### src/rtl/interrupt_ack_sequencer_8259.sv
// 8259A INTA# cycle sequencer: synchronizes INTA#, steps through the acknowledge
// pulses, latches the serviced level and drives CALL/vector bytes and cascade ID.
module interrupt_ack_sequencer_8259 #(
  parameter int SYNC_STAGES = 2
) (
  input  logic        clock,
  input  logic        reset_n,
  input  logic        interrupt_acknowledge_n,
  input  logic        write_initial_command_word_1,
  input  logic        mode_8086,
  input  logic        call_address_interval_4,
  input  logic        auto_eoi_config,
  input  logic        single_or_cascade_config,
  input  logic        slave_program_n,
  input  logic [7:0]  cascade_device_config,
  input  logic [10:0] interrupt_vector_address,
  input  logic [2:0]  cascade_in,
  input  logic        interrupt_request_valid,
  input  logic [2:0]  interrupt_level,
  output logic        freeze,
  output logic        latch_in_service,
  output logic [2:0]  latched_level,
  output logic        end_of_interrupt_auto,
  output logic        out_data_valid,
  output logic [7:0]  out_data,
  output logic [2:0]  cascade_out,
  output logic        cascade_drive_en
);

  typedef enum logic [1:0] {S_IDLE, S_ACK1, S_ACK2, S_ACK3} state_t;

  state_t                 r_state;
  logic [SYNC_STAGES-1:0] r_inta_sync;
  logic                   r_inta_prev;
  logic                   r_mode_8086;
  logic                   r_spurious;
  logic                   r_cas_master;

  logic       w_inta;
  logic       w_fall;
  logic       w_rise;
  logic [2:0] w_first_level;
  logic       w_master_hit;
  logic       w_slave_hit;
  logic       w_drive_vec;
  logic       w_drive_call;
  logic [7:0] w_byte2_mcs;
  logic [7:0] w_byte2_8086;

  assign w_inta = r_inta_sync[SYNC_STAGES-1];
  assign w_fall = r_inta_prev & ~w_inta;
  assign w_rise = ~r_inta_prev & w_inta;

  assign w_first_level = interrupt_request_valid ? interrupt_level : 3'd7;
  assign w_master_hit  = ~single_or_cascade_config & slave_program_n
                         & cascade_device_config[w_first_level];
  assign w_slave_hit   = ~single_or_cascade_config & ~slave_program_n
                         & (cascade_in == cascade_device_config[2:0]);

  // A master that handed the cycle to a slave stays off the bus after the CALL byte.
  assign w_drive_vec  = single_or_cascade_config
                        | (slave_program_n ? ~r_cas_master : w_slave_hit);
  // The CALL opcode always comes from the master (or a single device), never a slave.
  assign w_drive_call = single_or_cascade_config | slave_program_n;

  assign w_byte2_mcs  = call_address_interval_4
                        ? {interrupt_vector_address[2:0], r_inta_level_unused_fix(latched_level), 2'b00}
                        : {interrupt_vector_address[2:1], latched_level, 3'b000};
  assign w_byte2_8086 = {interrupt_vector_address[10:6], latched_level};

  function automatic logic [2:0] r_inta_level_unused_fix(input logic [2:0] lvl);
    return lvl;
  endfunction

  always_ff @(posedge clock or negedge reset_n) begin
    if (!reset_n) begin
      r_inta_sync           <= '1;
      r_inta_prev           <= 1'b1;
      r_state               <= S_IDLE;
      r_mode_8086           <= 1'b0;
      r_spurious            <= 1'b0;
      r_cas_master          <= 1'b0;
      freeze                <= 1'b0;
      latch_in_service      <= 1'b0;
      latched_level         <= 3'd0;
      end_of_interrupt_auto <= 1'b0;
      out_data_valid        <= 1'b0;
      out_data              <= 8'h00;
      cascade_out           <= 3'd0;
      cascade_drive_en      <= 1'b0;
    end else begin
      r_inta_sync           <= {r_inta_sync[SYNC_STAGES-2:0], interrupt_acknowledge_n};
      r_inta_prev           <= w_inta;
      latch_in_service      <= 1'b0;
      end_of_interrupt_auto <= 1'b0;

      if (write_initial_command_word_1) begin
        r_state          <= S_IDLE;
        r_mode_8086      <= 1'b0;
        r_spurious       <= 1'b0;
        r_cas_master     <= 1'b0;
        freeze           <= 1'b0;
        latched_level    <= 3'd0;
        out_data_valid   <= 1'b0;
        out_data         <= 8'h00;
        cascade_out      <= 3'd0;
        cascade_drive_en <= 1'b0;
      end else if (w_fall) begin
        case (r_state)
          S_IDLE: begin
            r_state          <= S_ACK1;
            freeze           <= 1'b1;
            latched_level    <= w_first_level;
            latch_in_service <= interrupt_request_valid;
            r_spurious       <= ~interrupt_request_valid;
            r_mode_8086      <= mode_8086;
            r_cas_master     <= w_master_hit;
            cascade_drive_en <= w_master_hit;
            cascade_out      <= w_master_hit ? w_first_level : 3'd0;
            out_data_valid   <= ~mode_8086 & w_drive_call;
            out_data         <= (~mode_8086 & w_drive_call) ? 8'hCD : 8'h00;
          end
          S_ACK1: begin
            r_state        <= S_ACK2;
            out_data_valid <= w_drive_vec;
            out_data       <= w_drive_vec ? (r_mode_8086 ? w_byte2_8086 : w_byte2_mcs) : 8'h00;
          end
          S_ACK2: begin
            if (!r_mode_8086) begin
              r_state        <= S_ACK3;
              out_data_valid <= w_drive_vec;
              out_data       <= w_drive_vec ? interrupt_vector_address[10:3] : 8'h00;
            end else begin
              out_data_valid <= 1'b0;
              out_data       <= 8'h00;
            end
          end
          default: begin
            out_data_valid <= 1'b0;
            out_data       <= 8'h00;
          end
        endcase
      end else if (w_rise) begin
        out_data_valid <= 1'b0;
        out_data       <= 8'h00;
        if ((r_state == S_ACK3 && !r_mode_8086) || (r_state == S_ACK2 && r_mode_8086)) begin
          r_state               <= S_IDLE;
          freeze                <= 1'b0;
          cascade_drive_en      <= 1'b0;
          cascade_out           <= 3'd0;
          r_cas_master          <= 1'b0;
          end_of_interrupt_auto <= auto_eoi_config & ~r_spurious;
        end
      end
    end
  end

endmodule

### config.mk
export PLATFORM = sky130hd
export DESIGN_NAME = interrupt_ack_sequencer_8259
export DESIGN_NICKNAME = d
export VERILOG_FILES = /design/src/rtl/interrupt_ack_sequencer_8259.sv
export SDC_FILE = /design/constraint.sdc
export NUM_CORES = 1
export LEC_CHECK = 0
export BUFFER_PORTS_ARGS = -buffer_cell sky130_fd_sc_hd__buf_2
export CORE_ASPECT_RATIO = 1.4
export CORE_MARGIN = 1.5
export CORE_UTILIZATION = 52
export DETAILED_ROUTE_END_ITERATION = 7
export PLACE_DENSITY = 0.81
export SETUP_SLACK_MARGIN = 0.3
export SLEW_MARGIN = 10
export SYNTH_ARGS = -nofsm -noshare
export SYNTH_HDL_FRONTEND = slang
export SYNTH_SLANG_ARGS = --single-unit
export TNS_END_PERCENT = 10
### constraint.sdc
create_clock -name clock -period 4.2 [get_ports clock]
set_clock_uncertainty 0.1 [all_clocks]
set_input_delay 1.26 -clock clock [delete_from_list [all_inputs] [get_ports clock]]
set_output_delay 1.26 -clock clock [all_outputs]
set_load 0.01 [all_outputs]
== After elaboration in Yosys (flattened, before gate mapping) ==
Index checks and enable logic that the tools add are counted.
Storage, ports and cells
  register bits: 26
  latch bits: 0
  RAM bits: 0
  memory bits (read-only): 0
  input bits: 35
  output and inout port bits: 19
  memories: 0
Cells by class
  add/sub/neg operators: 0
  multiply operators: 0
  div/mod/pow operators: 0
  magnitude comparators: 1
  equal/unequal tests: 7
  shift-type cells: 0
  multiplexer cells: 55
  bitwise gates (word level): 18
  reductions and logical operators: 12
Operators with widths (number)
  two-way mux 8 bit: 8
  two-way mux 3 bit: 10
  two-way mux 1 bit: 27
  case mux 8 bit (3 select lines): 1
  two-way mux 2 bit: 5
  bitwise AND 1 bit: 8
  NOT 1 bit: 8
  two-way mux 6 bit: 1
  case mux 2 bit (3 select lines): 1
  nonzero test 3 bit: 2
  inequality test 5 x 2 -> 1 bit, second input constant: 1
  == test 2 bit, second input constant: 2
  less-than comparator 3 x 4 -> 1 bit, second input constant: 1
  inequality test 4 bit, second input constant: 1
  AND reduction 4 bit: 1
  nonzero test 2 bit: 2
  binary-select mux 1 bit (select 3 bit): 1
  == test 3 bit: 1
  inequality test 3 x 2 -> 1 bit, second input constant: 1
  case mux 1 bit (3 select lines): 1
  AND reduction 3 bit: 1
  == test 2 x 1 -> 1 bit, second input constant: 1
  logical AND 1 bit: 2
  zero test 2 bit: 1
  other kinds (4): 5

== Logic depth before layout (Yosys ltp) ==
  depth in word-level cells: 10
  depth in mapped cells: 7
  depth with buffers taken out: 7

== Worst setup path after synthesis ==
Ideal clock, no wire load.
  path type: input port to flip-flop
  from: in write_initial_command_word_1
  to: reg cascade_out[0]
  arrival: 2.441 ns
  required time: 4.033 ns
  path slack: 1.591 ns
  cell stages on the path: 4
  path through: clkbuf_1 > or4_1 > a311oi_2 > a32o_1
Between the ends
  cells in the longest elaborated chain, start to end: 2
  elaborated cells on any way between the ends: 5
RTL lines
  start, declared: RTL line 9  | input logic write_initial_command_word_1,
  inequality test 3 x 2 -> 1 bit (no line) / nonzero test 3 bit (equally long branches)
  AND reduction 3 bit (no line)
  end signal, assigned: RTL line 119  | cascade_out <= w_master_hit ? w_first_level : 3'd0;
  end, declared: RTL line 26  | output logic [2:0] cascade_out,
Parallel ways exist; a longest one is shown, timed or not.
A chain may end at the register's enable or synchronous reset.

== Final worst setup path ==
  from: in write_initial_command_word_1
  to: reg out_data[3]
Between the ends
  cells in the longest elaborated chain, start to end: 1
  elaborated cells on any way between the ends: 2
RTL lines
  nonzero test 3 bit (no line) / two-way mux 8 bit (equally long branches)
  end signal, assigned: RTL line 121  | out_data <= (~mode_8086 & w_drive_call) ? 8'hCD : 8'h00;
  end signal, assigned: RTL line 126  | out_data <= w_drive_vec ? (r_mode_8086 ? w_byte2_8086 : w_byte2_mcs) : 8'h00;
  end signal, assigned: RTL line 132  | out_data <= w_drive_vec ? interrupt_vector_address[10:3] : 8'h00;
  end, declared: RTL line 25  | output logic [7:0] out_data,
Parallel ways exist; a longest one is shown, timed or not.

==> results.md <==
Status:
- The flow ran to the end, and the final reports show no timing, DRC or antenna violations.

Timing:
- Counting I/O delays and the setup requirement, the final critical path takes 2.431 ns.
- The final hold violation count was 0.
- The worst hold slack after final layout is 0.2661 ns.
- The worst-margin pin slew is 0.9935 ns.
- Of the available clock period, the critical path in the final layout requires 57.88%.
- The final count of pins violating max slew came to 0.
- Setup violations remaining at the end of the flow were counted as 0.
- The normalized max-slew margin is 33.26%.
- Setup repair after global routing left no endpoint under its margin.
- The total negative slack for setup checks is 0 ns.
- Static timing analysis puts the maximum clock frequency at 411.3 MHz.

Drt:
- The first-pass iteration count of the detailed router is 6.
- In the routed design, unresolved DRC markers number 0.
- In this run, the number of DRC markers left after iteration 0 of detailed routing was 24.
- Wires add up to 3.361 mm.
- The number of nets still failing antenna checks after routing is 0.
- The number of vias per cell is 5.606.
- Dividing the detail-routed wire length by the instance count gives 14.55 um.
- Detailed routing inserted a total of 1295 vias.

CTS:
- Once the clock tree was built, the setup fixing pass inserted 0 buffers.
- The number of H-tree levels is 1.
- The clock latency of the later-clocked register in the worst-skew pair is 0.32 ns.
- The post-cts gate resize count is 0.
- TritonCTS built the clock tree.
- Clock tree synthesis found a total of 26 sinks.
- The clock slew seen by the registers of the worst setup and hold paths is 0.13 ns.
- The maximum root-to-sink buffer count is 2.
- The master cell of the clock root buffer is sky130_fd_sc_hd__clkbuf_4.
- The post-cts hold buffer count is 0.
- Clock tree synthesis inserted a total of 3 buffers.

Synthesis:
- The fraction of registers with async set/reset is 100.0%.
- Counting flops and latches in the post-synthesis netlist gives 26.
- The portion of synthesized cell area occupied by the leading cell type is 39.79%.
- The share of the yosys chip area belonging to registers is 45.24%.
- In this run, synthesis inferred 0 flip-flops with an integrated enable.
- The post-synthesis cell area is 1446 um2.
- The most used flip-flop cell after synthesis is sky130_fd_sc_hd__dfrtp_1.
- The count of unique library cells instantiated by Yosys is 40.
- In the post-synthesis netlist, the biggest area contributors are sky130_fd_sc_hd__dfrtp_1 40%, sky130_fd_sc_hd__dfstp_2 5.4%, sky130_fd_sc_hd__ha_1 4.3%.
- The gate count after technology mapping is 143.
- The Yosys step of the flow raised 0 warnings.
- The number of nets handed over by synthesis was 183.
- The synthesized design spends more area on one cell type than any other, namely sky130_fd_sc_hd__dfrtp_1.
- The mean post-synth cell area is 10.11 um2.

Place:
- Routability-driven placement finished with a final weighted congestion of 0.8477.
- Port buffering added 53 buffers.
- The placed wire-length estimate after detailed placement is 2.686 mm.
- The instance count after placement with tap cells included is 227.

Pwr:
- For this design the ratio of total power to cell area is 293.3 nW/um2.
- VDD sags by at most 0.0001935 V.
- The cell leakage power is 0.9430 nW.

Cells and area:
- The relative area change from synthesis to final layout is 23.96%.
- Cells with a size suffix above 1 make up 33.85% of the layout.
- The commonest non-fill, non-tap cell in the layout is sky130_fd_sc_hd__buf_2.
- The finished layout holds 231 standard cells, fillers aside.
- Leaving out fill and tap cells, the most frequent cells in the layout are 53 x sky130_fd_sc_hd__buf_2, 23 x sky130_fd_sc_hd__dfrtp_1, 10 x sky130_fd_sc_hd__nand2_1, 10 x sky130_fd_sc_hd__nor2_1, 7 x sky130_fd_sc_hd__a21oi_1.
- 0 antenna diodes ended up in the layout.
- The count of filler cells inserted in the layout is 225.
- The net count of the finished layout is 236.

Critical path:
- The critical path is of the in2reg type.
- The count of cells along the worst register-to-register path is 6.
- The required time of the critical path is 4.38 ns.
- Along the worst path, the maximum fanout reaches 11.
- The nature of the critical path startpoint is a primary input.
- The kind of end point of the critical path is a flip-flop.
- The delay of the slowest cell on the worst path is 0.82 ns.
- The startpoint of the most critical register-to-register path is r_state[1].
- The critical-path cell with the highest stage delay is sky130_fd_sc_hd__nor3_1.
- The reg-to-reg endpoint is cascade_out[0].
- The signal on the critical path passes through buf_2, nor3_1, a21o_1, a31oi_1, nand2_1.
- The minimum setup slack among reg-to-reg paths is 2.03 ns.
- The critical path data arrival time is 2.61 ns.

Global routing:
- After global routing the overflow that remains totals 0.
- The maximum number of pins on one net before global-route repair is 27.
- The number of global-route vias before repair was 1294.
- The number of antenna violations at the first check in global routing is 0.
- The first-pass GRT wire length is 5.554 mm.
- Global routing used 24.91% of the available tracks across all layers.

Min path:
- The worst hold path terminates at r_inta_sync[1].
- In this run the most critical hold path is launched from r_inta_sync[0].
- The min-delay analysis places its worst path in the category reg2reg.
- Along the worst hold path, the cell count comes to 0.

Floorplan:
- During I/O placement, the number of pins put on the boundary was 54.
- The overall die height is 65.40 um.
- The floorplan has 22 rows.
- The initial utilization of the core area, before any placement, comes to 54.73%.
- The area of the die is 3111 um2.
- The floorplan step set the die width to 47.58 um.
- The placeable core region is 2643 um2.

Run:
- The number of maximum-capacitance constraint violations is 0.
-- registers in the layout (all words and copies together), names as in the netlist, 2 cells and up --
signal         count
latched_level      3
cascade_out        3
r_inta_sync        2
r_state            2
out_data           8
-- critical path, delay by kind of cell --
family,cells,cell delay (ns)
and+or+nand+nor,2,0.90
AOI/OAI and AO/OA,2,0.27
buffers and inverters,1,0.16
-- through the flow --
stage	util (%)	setup WS (ns)	power, mW	cell area [um2]
2_1_floorplan	-	1.591	0.3201	1446
3_3_place_gp	65.86	1.477	0.3579	1740
3_5_place_dp	65.86	1.462	0.3611	1740
4_1_cts	67.85	1.799	0.5291	1793
5_1_grt	67.85	1.637	0.5528	1793
6_report	67.85	1.769	0.5258	1793
-- cells by family after synthesis --
family	Yosys count	synth area share [%]
flip-flops	26	45.24
buffers and inverters	11	2.941
AND/OR/NAND/NOR	49	18.25
multiplexers	8	5.796
AO/OA/AOI/OAI	41	21.63
XOR/XNOR	3	1.817
adder cells (fa/ha/maj)	5	4.325
-- power by group --
group	leakage (nW)	total (mW)	internal, mW	switching, mW
combinational	0.568	0.0860	0.0390	0.0469
sequential	0.347	0.270	0.261	0.00954
clock	0.0279	0.169	0.0966	0.0728
total	0.943	0.526	0.396	0.129
-- synthesized netlist by cell type, types with 2 or more instances --
cell type / count
sky130_fd_sc_hd__dfrtp_1: 23
sky130_fd_sc_hd__a211oi_1: 4
sky130_fd_sc_hd__a21o_1: 2
sky130_fd_sc_hd__a21oi_1: 7
sky130_fd_sc_hd__inv_1: 5
sky130_fd_sc_hd__mux2i_1: 5
sky130_fd_sc_hd__a22o_1: 6
sky130_fd_sc_hd__nand2_1: 10
sky130_fd_sc_hd__a32o_1: 2
sky130_fd_sc_hd__ha_1: 5
sky130_fd_sc_hd__a21boi_1: 2
sky130_fd_sc_hd__clkbuf_1: 5
sky130_fd_sc_hd__dfstp_2: 3
sky130_fd_sc_hd__and2_1: 3
sky130_fd_sc_hd__nand2b_1: 4
sky130_fd_sc_hd__a221o_1: 6
sky130_fd_sc_hd__nand3_1: 2
sky130_fd_sc_hd__nor3_1: 2
sky130_fd_sc_hd__xnor2_1: 3
sky130_fd_sc_hd__o21ai_1: 3
sky130_fd_sc_hd__nor2_1: 10
sky130_fd_sc_hd__o21ai_0: 4
sky130_fd_sc_hd__mux2_2: 2
sky130_fd_sc_hd__and3_1: 4
sky130_fd_sc_hd__nor2b_1: 6
-- metal layers --
layer / routed length [um] / vias to the layer above / GRT usage, %
met5: 0 / - / 0
met4: 64 / 0 / 10.14
met3: 189 / 4 / 4.670
met2: 1715 / 50 / 42.91
met1: 1392 / 612 / 28.85
li1: - / 629 / -
-- final cells by class --
| cell class | count | area, um2 | area share [%] |
|---|---|---|---|
| sequential | 26 | 654.4 | 36.50 |
| tap | 36 | 45.04 | 2.512 |
| inverter | 5 | 18.77 | 1.047 |
| clock inverter | 1 | 30.03 | 1.675 |
| multi-input combinational | 106 | 749.5 | 41.80 |
| timing repair buffer | 54 | 272.8 | 15.21 |
| clock buffer | 3 | 22.52 | 1.256 |
-- worst max path at each step --
| stage | start | endpoint | slack [ns] | cells past startpoint |
|---|---|---|---|---|
| 6_report | write_initial_command_word_1 | out_data[3] | 1.77 | 5 |
| 4_1_cts | write_initial_command_word_1 | out_data[3] | 1.80 | 5 |
| 2_1_floorplan | write_initial_command_word_1 | cascade_out[0] | 1.59 | 4 |
| 3_3_place_gp | slave_program_n | cascade_out[0] | 1.48 | 5 |
| 5_1_grt | write_initial_command_word_1 | out_data[3] | 1.64 | 6 |
| 3_5_place_dp | write_initial_command_word_1 | out_data[3] | 1.46 | 5 |
Note: power is estimated with default switching activity, not from simulation.
